$ cat src/rtl/uart_rx.sv
// uart_rx: 8-bit asynchronous serial receiver, LSB first, optional parity bit,
// one stop bit. Bit period is derived at run time from CLK_FREQ / baudrate.
// Optional build macro UART_RX_MAJORITY_EN: each bit sample becomes a 2-of-3
// majority vote over three consecutive synchronized samples.
module uart_rx #(
   parameter int CLK_FREQ = 25000000
) (
   input  logic        clk,
   input  logic        rst,
   input  logic [31:0] baudrate,
   input  logic        parity_en,
   input  logic        parity_type,
   input  logic        rx,
   output logic [7:0]  data,
   output logic        valid,
   output logic        parity_err,
   output logic        frame_err,
   output logic        busy
);

   typedef enum logic [2:0] {
      S_IDLE      = 3'd0,
      S_START     = 3'd1,
      S_DATA      = 3'd2,
      S_PARITY    = 3'd3,
      S_STOP      = 3'd4,
      S_WAIT_HIGH = 3'd5
   } state_t;

   localparam logic [31:0] CLK_FREQ_W = 32'(CLK_FREQ);

   // Expected parity bit: even -> XOR of data, odd -> its complement.
   function automatic logic exp_parity(input logic [7:0] d, input logic even);
      logic p;
      p = ^d;
      return even ? p : ~p;
   endfunction

`ifdef UART_RX_MAJORITY_EN
   // 2-of-3 majority vote.
   function automatic logic maj3(input logic a, input logic b, input logic c);
      return (a & b) | (a & c) | (b & c);
   endfunction
`endif

   state_t      state_r, state_next_s;
   logic        rx_meta_r, rx_sync_r;
   logic        bit_s;
   logic [1:0]  fill_r;
   logic        armed_r;
   logic [31:0] div_s, div_r, half_r, cnt_r, target_s;
   logic        div_ok_s, tick_s;
   logic        par_en_r, par_type_r;
   logic [2:0]  bit_cnt_r;
   logic [7:0]  shift_r;
   logic        par_err_acc_r;
   logic        go_s, shift_en_s, par_smp_s, done_s;
   logic [7:0]  data_r;
   logic        valid_r, parity_err_r, frame_err_r, busy_r;

   // Two-flop synchronizer for the asynchronous serial line (idles high).
   always_ff @(posedge clk or negedge rst) begin
      if (!rst) begin
         rx_meta_r <= 1'b1;
         rx_sync_r <= 1'b1;
      end else begin
         rx_meta_r <= rx;
         rx_sync_r <= rx_meta_r;
      end
   end

`ifdef UART_RX_MAJORITY_EN
   logic rx_d1_r, rx_d2_r;

   // Delay taps so the vote is centred on rx_d1_r (points -1, 0, +1).
   always_ff @(posedge clk or negedge rst) begin
      if (!rst) begin
         rx_d1_r <= 1'b1;
         rx_d2_r <= 1'b1;
      end else begin
         rx_d1_r <= rx_sync_r;
         rx_d2_r <= rx_d1_r;
      end
   end

   // Voted bit value used at every sample point.
   always_comb begin
      bit_s = maj3(rx_d2_r, rx_d1_r, rx_sync_r);
   end
`else
   // Single sample of the synchronized line at the sample point.
   always_comb begin
      bit_s = rx_sync_r;
   end
`endif

   // After reset the line must first be seen high through a settled
   // synchronizer, so a frame already in flight is ignored.
   always_ff @(posedge clk or negedge rst) begin
      if (!rst) begin
         fill_r  <= 2'd0;
         armed_r <= 1'b0;
      end else begin
         if (fill_r != 2'd2) begin
            fill_r <= fill_r + 2'd1;
         end else begin
            fill_r <= fill_r;
         end
         armed_r <= armed_r | ((fill_r == 2'd2) & rx_sync_r);
      end
   end

   // Bit period from the live baudrate; zero rate or too-short periods disable reception.
   always_comb begin
      if (baudrate == 32'd0) begin
         div_s = 32'd0;
      end else begin
         div_s = CLK_FREQ_W / baudrate;
      end
      div_ok_s = (div_s >= 32'd4);
      target_s = (state_r == S_START) ? half_r : div_r;
      tick_s   = (cnt_r == target_s);
   end

   // Next-state logic and per-cycle control strobes.
   always_comb begin
      state_next_s = state_r;
      go_s         = 1'b0;
      shift_en_s   = 1'b0;
      par_smp_s    = 1'b0;
      done_s       = 1'b0;
      case (state_r)
         S_IDLE: begin
            if (armed_r && !rx_sync_r && div_ok_s) begin
               state_next_s = S_START;
               go_s         = 1'b1;
            end else begin
               state_next_s = S_IDLE;
            end
         end
         S_START: begin
            if (tick_s) begin
               state_next_s = bit_s ? S_IDLE : S_DATA;
            end else begin
               state_next_s = S_START;
            end
         end
         S_DATA: begin
            if (tick_s) begin
               shift_en_s = 1'b1;
               if (bit_cnt_r == 3'd7) begin
                  state_next_s = par_en_r ? S_PARITY : S_STOP;
               end else begin
                  state_next_s = S_DATA;
               end
            end else begin
               state_next_s = S_DATA;
            end
         end
         S_PARITY: begin
            if (tick_s) begin
               par_smp_s    = 1'b1;
               state_next_s = S_STOP;
            end else begin
               state_next_s = S_PARITY;
            end
         end
         S_STOP: begin
            if (tick_s) begin
               done_s       = 1'b1;
               state_next_s = bit_s ? S_IDLE : S_WAIT_HIGH;
            end else begin
               state_next_s = S_STOP;
            end
         end
         S_WAIT_HIGH: begin
            if (rx_sync_r) begin
               state_next_s = S_IDLE;
            end else begin
               state_next_s = S_WAIT_HIGH;
            end
         end
         default: begin
            state_next_s = S_IDLE;
         end
      endcase
   end

   // State register.
   always_ff @(posedge clk or negedge rst) begin
      if (!rst) begin
         state_r <= S_IDLE;
      end else begin
         state_r <= state_next_s;
      end
   end

   // Frame configuration is captured only while idle, so mid-frame changes wait.
   always_ff @(posedge clk or negedge rst) begin
      if (!rst) begin
         div_r      <= 32'd0;
         half_r     <= 32'd0;
         par_en_r   <= 1'b0;
         par_type_r <= 1'b0;
      end else if (state_r == S_IDLE) begin
         div_r      <= div_s;
         half_r     <= div_s >> 1;
         par_en_r   <= parity_en;
         par_type_r <= parity_type;
      end else begin
         div_r      <= div_r;
         half_r     <= half_r;
         par_en_r   <= par_en_r;
         par_type_r <= par_type_r;
      end
   end

   // Sample-point counter: HALF cycles to the start-bit middle, then DIV per bit.
   always_ff @(posedge clk or negedge rst) begin
      if (!rst) begin
         cnt_r <= 32'd0;
      end else if (go_s) begin
         cnt_r <= 32'd1;
      end else if (state_r == S_IDLE || state_r == S_WAIT_HIGH) begin
         cnt_r <= 32'd0;
      end else if (tick_s) begin
         cnt_r <= 32'd1;
      end else begin
         cnt_r <= cnt_r + 32'd1;
      end
   end

   // Data shifter, bit counter and parity check accumulation.
   always_ff @(posedge clk or negedge rst) begin
      if (!rst) begin
         bit_cnt_r     <= 3'd0;
         shift_r       <= 8'h00;
         par_err_acc_r <= 1'b0;
      end else if (go_s) begin
         bit_cnt_r     <= 3'd0;
         shift_r       <= 8'h00;
         par_err_acc_r <= 1'b0;
      end else begin
         if (shift_en_s) begin
            bit_cnt_r <= bit_cnt_r + 3'd1;
            shift_r   <= {bit_s, shift_r[7:1]};
         end else begin
            bit_cnt_r <= bit_cnt_r;
            shift_r   <= shift_r;
         end
         if (par_smp_s) begin
            par_err_acc_r <= (bit_s != exp_parity(shift_r, par_type_r));
         end else begin
            par_err_acc_r <= par_err_acc_r;
         end
      end
   end

   // Registered outputs: result published the cycle after the stop-bit sample.
   always_ff @(posedge clk or negedge rst) begin
      if (!rst) begin
         data_r       <= 8'h00;
         valid_r      <= 1'b0;
         parity_err_r <= 1'b0;
         frame_err_r  <= 1'b0;
         busy_r       <= 1'b0;
      end else begin
         valid_r <= done_s;
         busy_r  <= (state_next_s != S_IDLE);
         if (done_s) begin
            data_r       <= shift_r;
            parity_err_r <= par_err_acc_r;
            frame_err_r  <= ~bit_s;
         end else begin
            data_r       <= data_r;
            parity_err_r <= parity_err_r;
            frame_err_r  <= frame_err_r;
         end
      end
   end

   assign data       = data_r;
   assign valid      = valid_r;
   assign parity_err = parity_err_r;
   assign frame_err  = frame_err_r;
   assign busy       = busy_r;

endmodule

$ cat config.mk
export PLATFORM = sky130hd
export DESIGN_NAME = uart_rx
export DESIGN_NICKNAME = d
export VERILOG_FILES = /design/src/rtl/uart_rx.sv
export SDC_FILE = /design/constraint.sdc
export NUM_CORES = 1
export LEC_CHECK = 0
export ABC_AREA = 1
export CORE_MARGIN = 2
export CORE_UTILIZATION = 40
export CTS_CLUSTER_DIAMETER = 150
export DETAILED_ROUTE_END_ITERATION = 16
export SETUP_SLACK_MARGIN = 0.02
export SLEW_MARGIN = 20
export SYNTH_ARGS = -nofsm -noshare
export SYNTH_HDL_FRONTEND = slang
export SYNTH_SLANG_ARGS = --single-unit
$ cat constraint.sdc
create_clock -name clk -period 3.8 [get_ports clk]
set_input_delay 0.76 -clock clk [delete_from_list [all_inputs] [get_ports clk]]
set_output_delay 0.76 -clock clk [all_outputs]
set_load 0.01 [all_outputs]
==> flow_summary.toml <==
[status]
run_status = "finished, violations left"
violations = "setup timing"

[synth]
post_synth_fa_ha_maj_area_fraction = 0.1910
post_synth_instance_area_mm2 = 0.03269
ys_seq_elements = 97
synth_xor_area_frac = 0.1179
synth-simple-area-share = 0.3106
synthesis.yosys.warnings = 0
syn-mean-instance-area_um2 = 6.129
number_of_different_library_cells_in_the_post_synthesis_netlist = 77
muxShareOfSynthArea = 0.003139
synth_top_flop_cell = "sky130_fd_sc_hd__dfrtp_1"
syn-num-nets = 5869
post_synth_edffs = 0
netlist_instances = 5333
synth_sequential_area_ratio = 0.07434
async_reset_ff_frac = 1.000
synth_compound_gate_area_share = 0.2046
largest_family_of_logic_cells_by_synthesized_area = "simple AND/OR/NAND/NOR gates"

[sta]
max_fclk_ghz = 0.01715
final.setup_skew_ns = 0.009065
worst_slew_margin_rel = 0.3458
hold_viol = 0
fin_ws_ns = -54.50
grt_setup_unrepaired = "true"
timing.final.crit_period_ns = 58.30
setup_viol = 43
timing_max_transition_violations_final = 0
post-route-period-util = 15.34
timing_worst_slew_pin_value_ns = 0.9813

[min_path]
class_of_the_tightest_hold_or_removal_check = "reg2reg"

[worst_setup_path]
crit_start = "baudrate[23]"
timing.rr.start = "state_r[0]"
slowest_stage = "sky130_fd_sc_hd__or3_1"
path_common_cell = "sky130_fd_sc_hd__nand2_2"
critPathCapture = "busy"
critPathKind = "in2reg"
critPathCaptureType = "flop"
start_kind = "input pin"
reg2reg_setup_slack_ns = 0.15
worst-endpoint-required_ns = 4.02
cpPeakStageDelay_ns = 0.37
critical_path.reg2reg.endpoint = "busy"
reg2reg_depth = 16
critPathMaxFanout = 8
cp.arrival_ns = 58.52

[global_routing]
grt_first_pass_wirelength_um = 197700
first_global_vias = 40220
grt.overflow.total = 0
grt_max_degree = 57
gr-usage-all-layers = 0.2809
grt_antenna_before_repair = 0

[final_layout]
layout-drive-gt1-share = 0.4489
num_antenna_cells = 0
most_frequent_cells_in_the_layout = "sky130_fd_sc_hd__buf_4 (2066), sky130_fd_sc_hd__nand2_1 (1178), sky130_fd_sc_hd__inv_1 (563), sky130_fd_sc_hd__a21oi_1 (402), sky130_fd_sc_hd__ha_1 (332)"
instances_no_fill = 8531
n_fill_cell = 6546
most_frequent_standard_cell_in_the_layout_excluding_fill_and_tap_cells = "sky130_fd_sc_hd__buf_4"
syn2layout_area_growth_pct = 73.07
layout.nets = 8002

[floorplanning]
fp.dieArea_mm2 = 0.08402
fp-row-count = 104
io_pins = 49
die_h_um = 289.9
start_util = 0.4051
core-area_mm2 = 0.08068
dieWidth_um = 289.9

[clock_network]
tritoncts = "built"
root_buffer = "sky130_fd_sc_hd__clkbuf_16"
clock_latency_late_sink_ns = 0.35
clkTransAtPathRegs_ns = 0.07
clock_sinks = 97
cts-buffers-inserted = 9
clock_path_buffers = 2
htree_num_levels = 3

[drt]
vias = 43420
post_dr_wirelength_cell_um = 15.61
drc = 0
firstDrtPassIters = 6
drt_iter0_drc = 2695
detail-route-antenna-nets = 0
vias_per_cell = 5.089
wirelength_um = 133200

[power]
cellPowerDensity_mw_per_mm2 = 92.70
power.share.clock = 0.178
power_leakage_nw = 29.92
power.combinational.fraction = 0.625
intPower_mw = 3.155
register_share_of_total_power = 0.197
peakVddDrop_v = 0.0001819
net-switching-power_mw = 2.089
switching_share = 0.3983

[job]
cap_violations = 0

[place]
detailed_place_hpwl_um = 97910
placed_cells_incl_taps = 8230
port-buffer-count = 48
pre_cts_setup_slack_ns = -56.96
place_congestion = 0.9447
[layout make-up]
| class | count | area, um2 | share of cell area |
|---|---|---|---|
| multi-input combinational | 4455 | 32390 | 0.5726 |
| sequential | 97 | 2430 | 0.04295 |
| clock inverter | 6 | 67.56 | 0.001194 |
| timing repair buffer | 2228 | 17450 | 0.3086 |
| timing repair inverter | 3 | 17.52 | 0.0003097 |
| clock buffer | 10 | 229.0 | 0.004048 |
| inverter | 672 | 2654 | 0.04691 |
| tap | 1060 | 1326 | 0.02345 |
[synth_stat cells (7+ instances only)]
library cell | number | area share
sky130_fd_sc_hd__nand2_1 | 1426 | 0.16
sky130_fd_sc_hd__inv_1 | 646 | 0.074
sky130_fd_sc_hd__a21oi_1 | 508 | 0.078
sky130_fd_sc_hd__ha_1 | 499 | 0.19
sky130_fd_sc_hd__nor2_1 | 332 | 0.038
sky130_fd_sc_hd__nand3_1 | 331 | 0.051
sky130_fd_sc_hd__xor2_1 | 260 | 0.070
sky130_fd_sc_hd__o21ai_0 | 221 | 0.034
sky130_fd_sc_hd__xnor2_1 | 180 | 0.048
sky130_fd_sc_hd__dfrtp_1 | 95 | 0.073
sky130_fd_sc_hd__o21ai_1 | 71 | 0.011
sky130_fd_sc_hd__o21ai_2 | 54 | 0.014
sky130_fd_sc_hd__or2_2 | 54 | 0.010
sky130_fd_sc_hd__nor3_1 | 43 | 0.0066
sky130_fd_sc_hd__buf_2 | 40 | 0.0061
sky130_fd_sc_hd__nand4_1 | 39 | 0.0075
sky130_fd_sc_hd__o21bai_1 | 36 | 0.0083
sky130_fd_sc_hd__buf_4 | 34 | 0.0078
sky130_fd_sc_hd__nand2_2 | 31 | 0.0059
sky130_fd_sc_hd__a21o_1 | 29 | 0.0067
sky130_fd_sc_hd__clkbuf_1 | 29 | 0.0033
sky130_fd_sc_hd__nor4_1 | 28 | 0.0054
sky130_fd_sc_hd__o22ai_1 | 25 | 0.0048
sky130_fd_sc_hd__nand3_2 | 23 | 0.0070
sky130_fd_sc_hd__o31ai_1 | 23 | 0.0053
sky130_fd_sc_hd__a21oi_2 | 21 | 0.0056
sky130_fd_sc_hd__o211ai_1 | 20 | 0.0046
sky130_fd_sc_hd__a211oi_1 | 19 | 0.0044
sky130_fd_sc_hd__inv_2 | 19 | 0.0022
sky130_fd_sc_hd__nor2_2 | 18 | 0.0034
sky130_fd_sc_hd__o21a_1 | 17 | 0.0039
sky130_fd_sc_hd__a31oi_1 | 15 | 0.0029
sky130_fd_sc_hd__a21boi_0 | 14 | 0.0032
sky130_fd_sc_hd__and2_1 | 13 | 0.0025
sky130_fd_sc_hd__o21bai_2 | 11 | 0.0038
sky130_fd_sc_hd__buf_6 | 9 | 0.0031
sky130_fd_sc_hd__mux2i_1 | 8 | 0.0025
sky130_fd_sc_hd__nand3b_1 | 8 | 0.0018
sky130_fd_sc_hd__a221o_1 | 7 | 0.0021
[worst max-delay path, delay by kind of cell]
kind | cells | cell delay (ns)
AND/OR/NAND/NOR | 218 | 20.74
AO/OA/AOI/OAI | 135 | 18.09
buffers and inverters | 101 | 10.48
adder cells (fa/ha/maj) | 28 | 7.54
XOR/XNOR | 4 | 0.65
[metrics by stage]
stage	instance area, um2	total power, mW	setup TNS, ns	hold WS (ns)	util
floorplan	34580	2.607	-1383.10	0.3452	-
finish	56570	5.244	-1496.95	0.3530	0.7012
global placement	49960	3.862	-1480.54	0.3477	0.6192
detailed placement	49960	3.907	-1534.07	0.3516	0.6192
global route	56570	5.563	-1599.12	0.3554	0.7012
CTS	51930	4.930	-1454.37	0.3549	0.6437
[sequential cells by signal, summed over array words and instances (netlist names)]
register / count
cnt_r: 32
div_r: 31
data: 8
shift_r: 8
bit_cnt_r: 3
state_r: 3
fill_r: 2
armed_r: 1
bit_s: 1
busy: 1
frame_err: 1
par_en_r: 1
par_err_acc_r: 1
par_type_r: 1
parity_err: 1
rx_meta_r: 1
valid: 1
[power groups by stage]
stage	clock network [mW]	registers (mW)	logic, mW
after floorplan	0	1.05	1.55
after global placement	0	1.06	2.81
after detailed placement	0	1.06	2.85
after CTS	0.932	1.04	2.96
after global routing	0.974	1.03	3.55
final	0.931	1.03	3.28
[routing by layer]
metal  part of all wire  vias up  GRT usage
li1                   -    22110          -
met1               0.46    20110     0.3892
met2               0.47      993     0.4900
met3              0.042      207    0.01340
met4              0.027        0    0.04129
met5                  0        -          0
[repair_timing]
| action | in CTS | in global routing |
|---|---|---|
| endpoints found under the setup margin | 44 | 57 |
| cloned | 8 | 7 |
| gates resized for setup | 210 | 821 |
| buffers inserted | 92 | 181 |
| pin swaps | 123 | 474 |
| hold buffers | 0 | 0 |
[cell families after synthesis]
kind of cell / after synthesis
simple gates: 2368
xor+xnor: 440
compound gates: 1132
buf+inv: 787
mux: 9
flops: 97
fa+ha+maj: 499
other cells: 1
[how the worst min path moves through the flow]
stage / start / end / slack [ns] / cells after the start
floorplan: rx_meta_r / bit_s / 0.35 / 0
global placement: rx_meta_r / bit_s / 0.35 / 0
detailed placement: rx_meta_r / bit_s / 0.35 / 0
CTS: rx_meta_r / bit_s / 0.35 / 0
global route: rx_meta_r / bit_s / 0.36 / 0
finish: rx_meta_r / bit_s / 0.35 / 0
(Power assumes the default switching activity.)
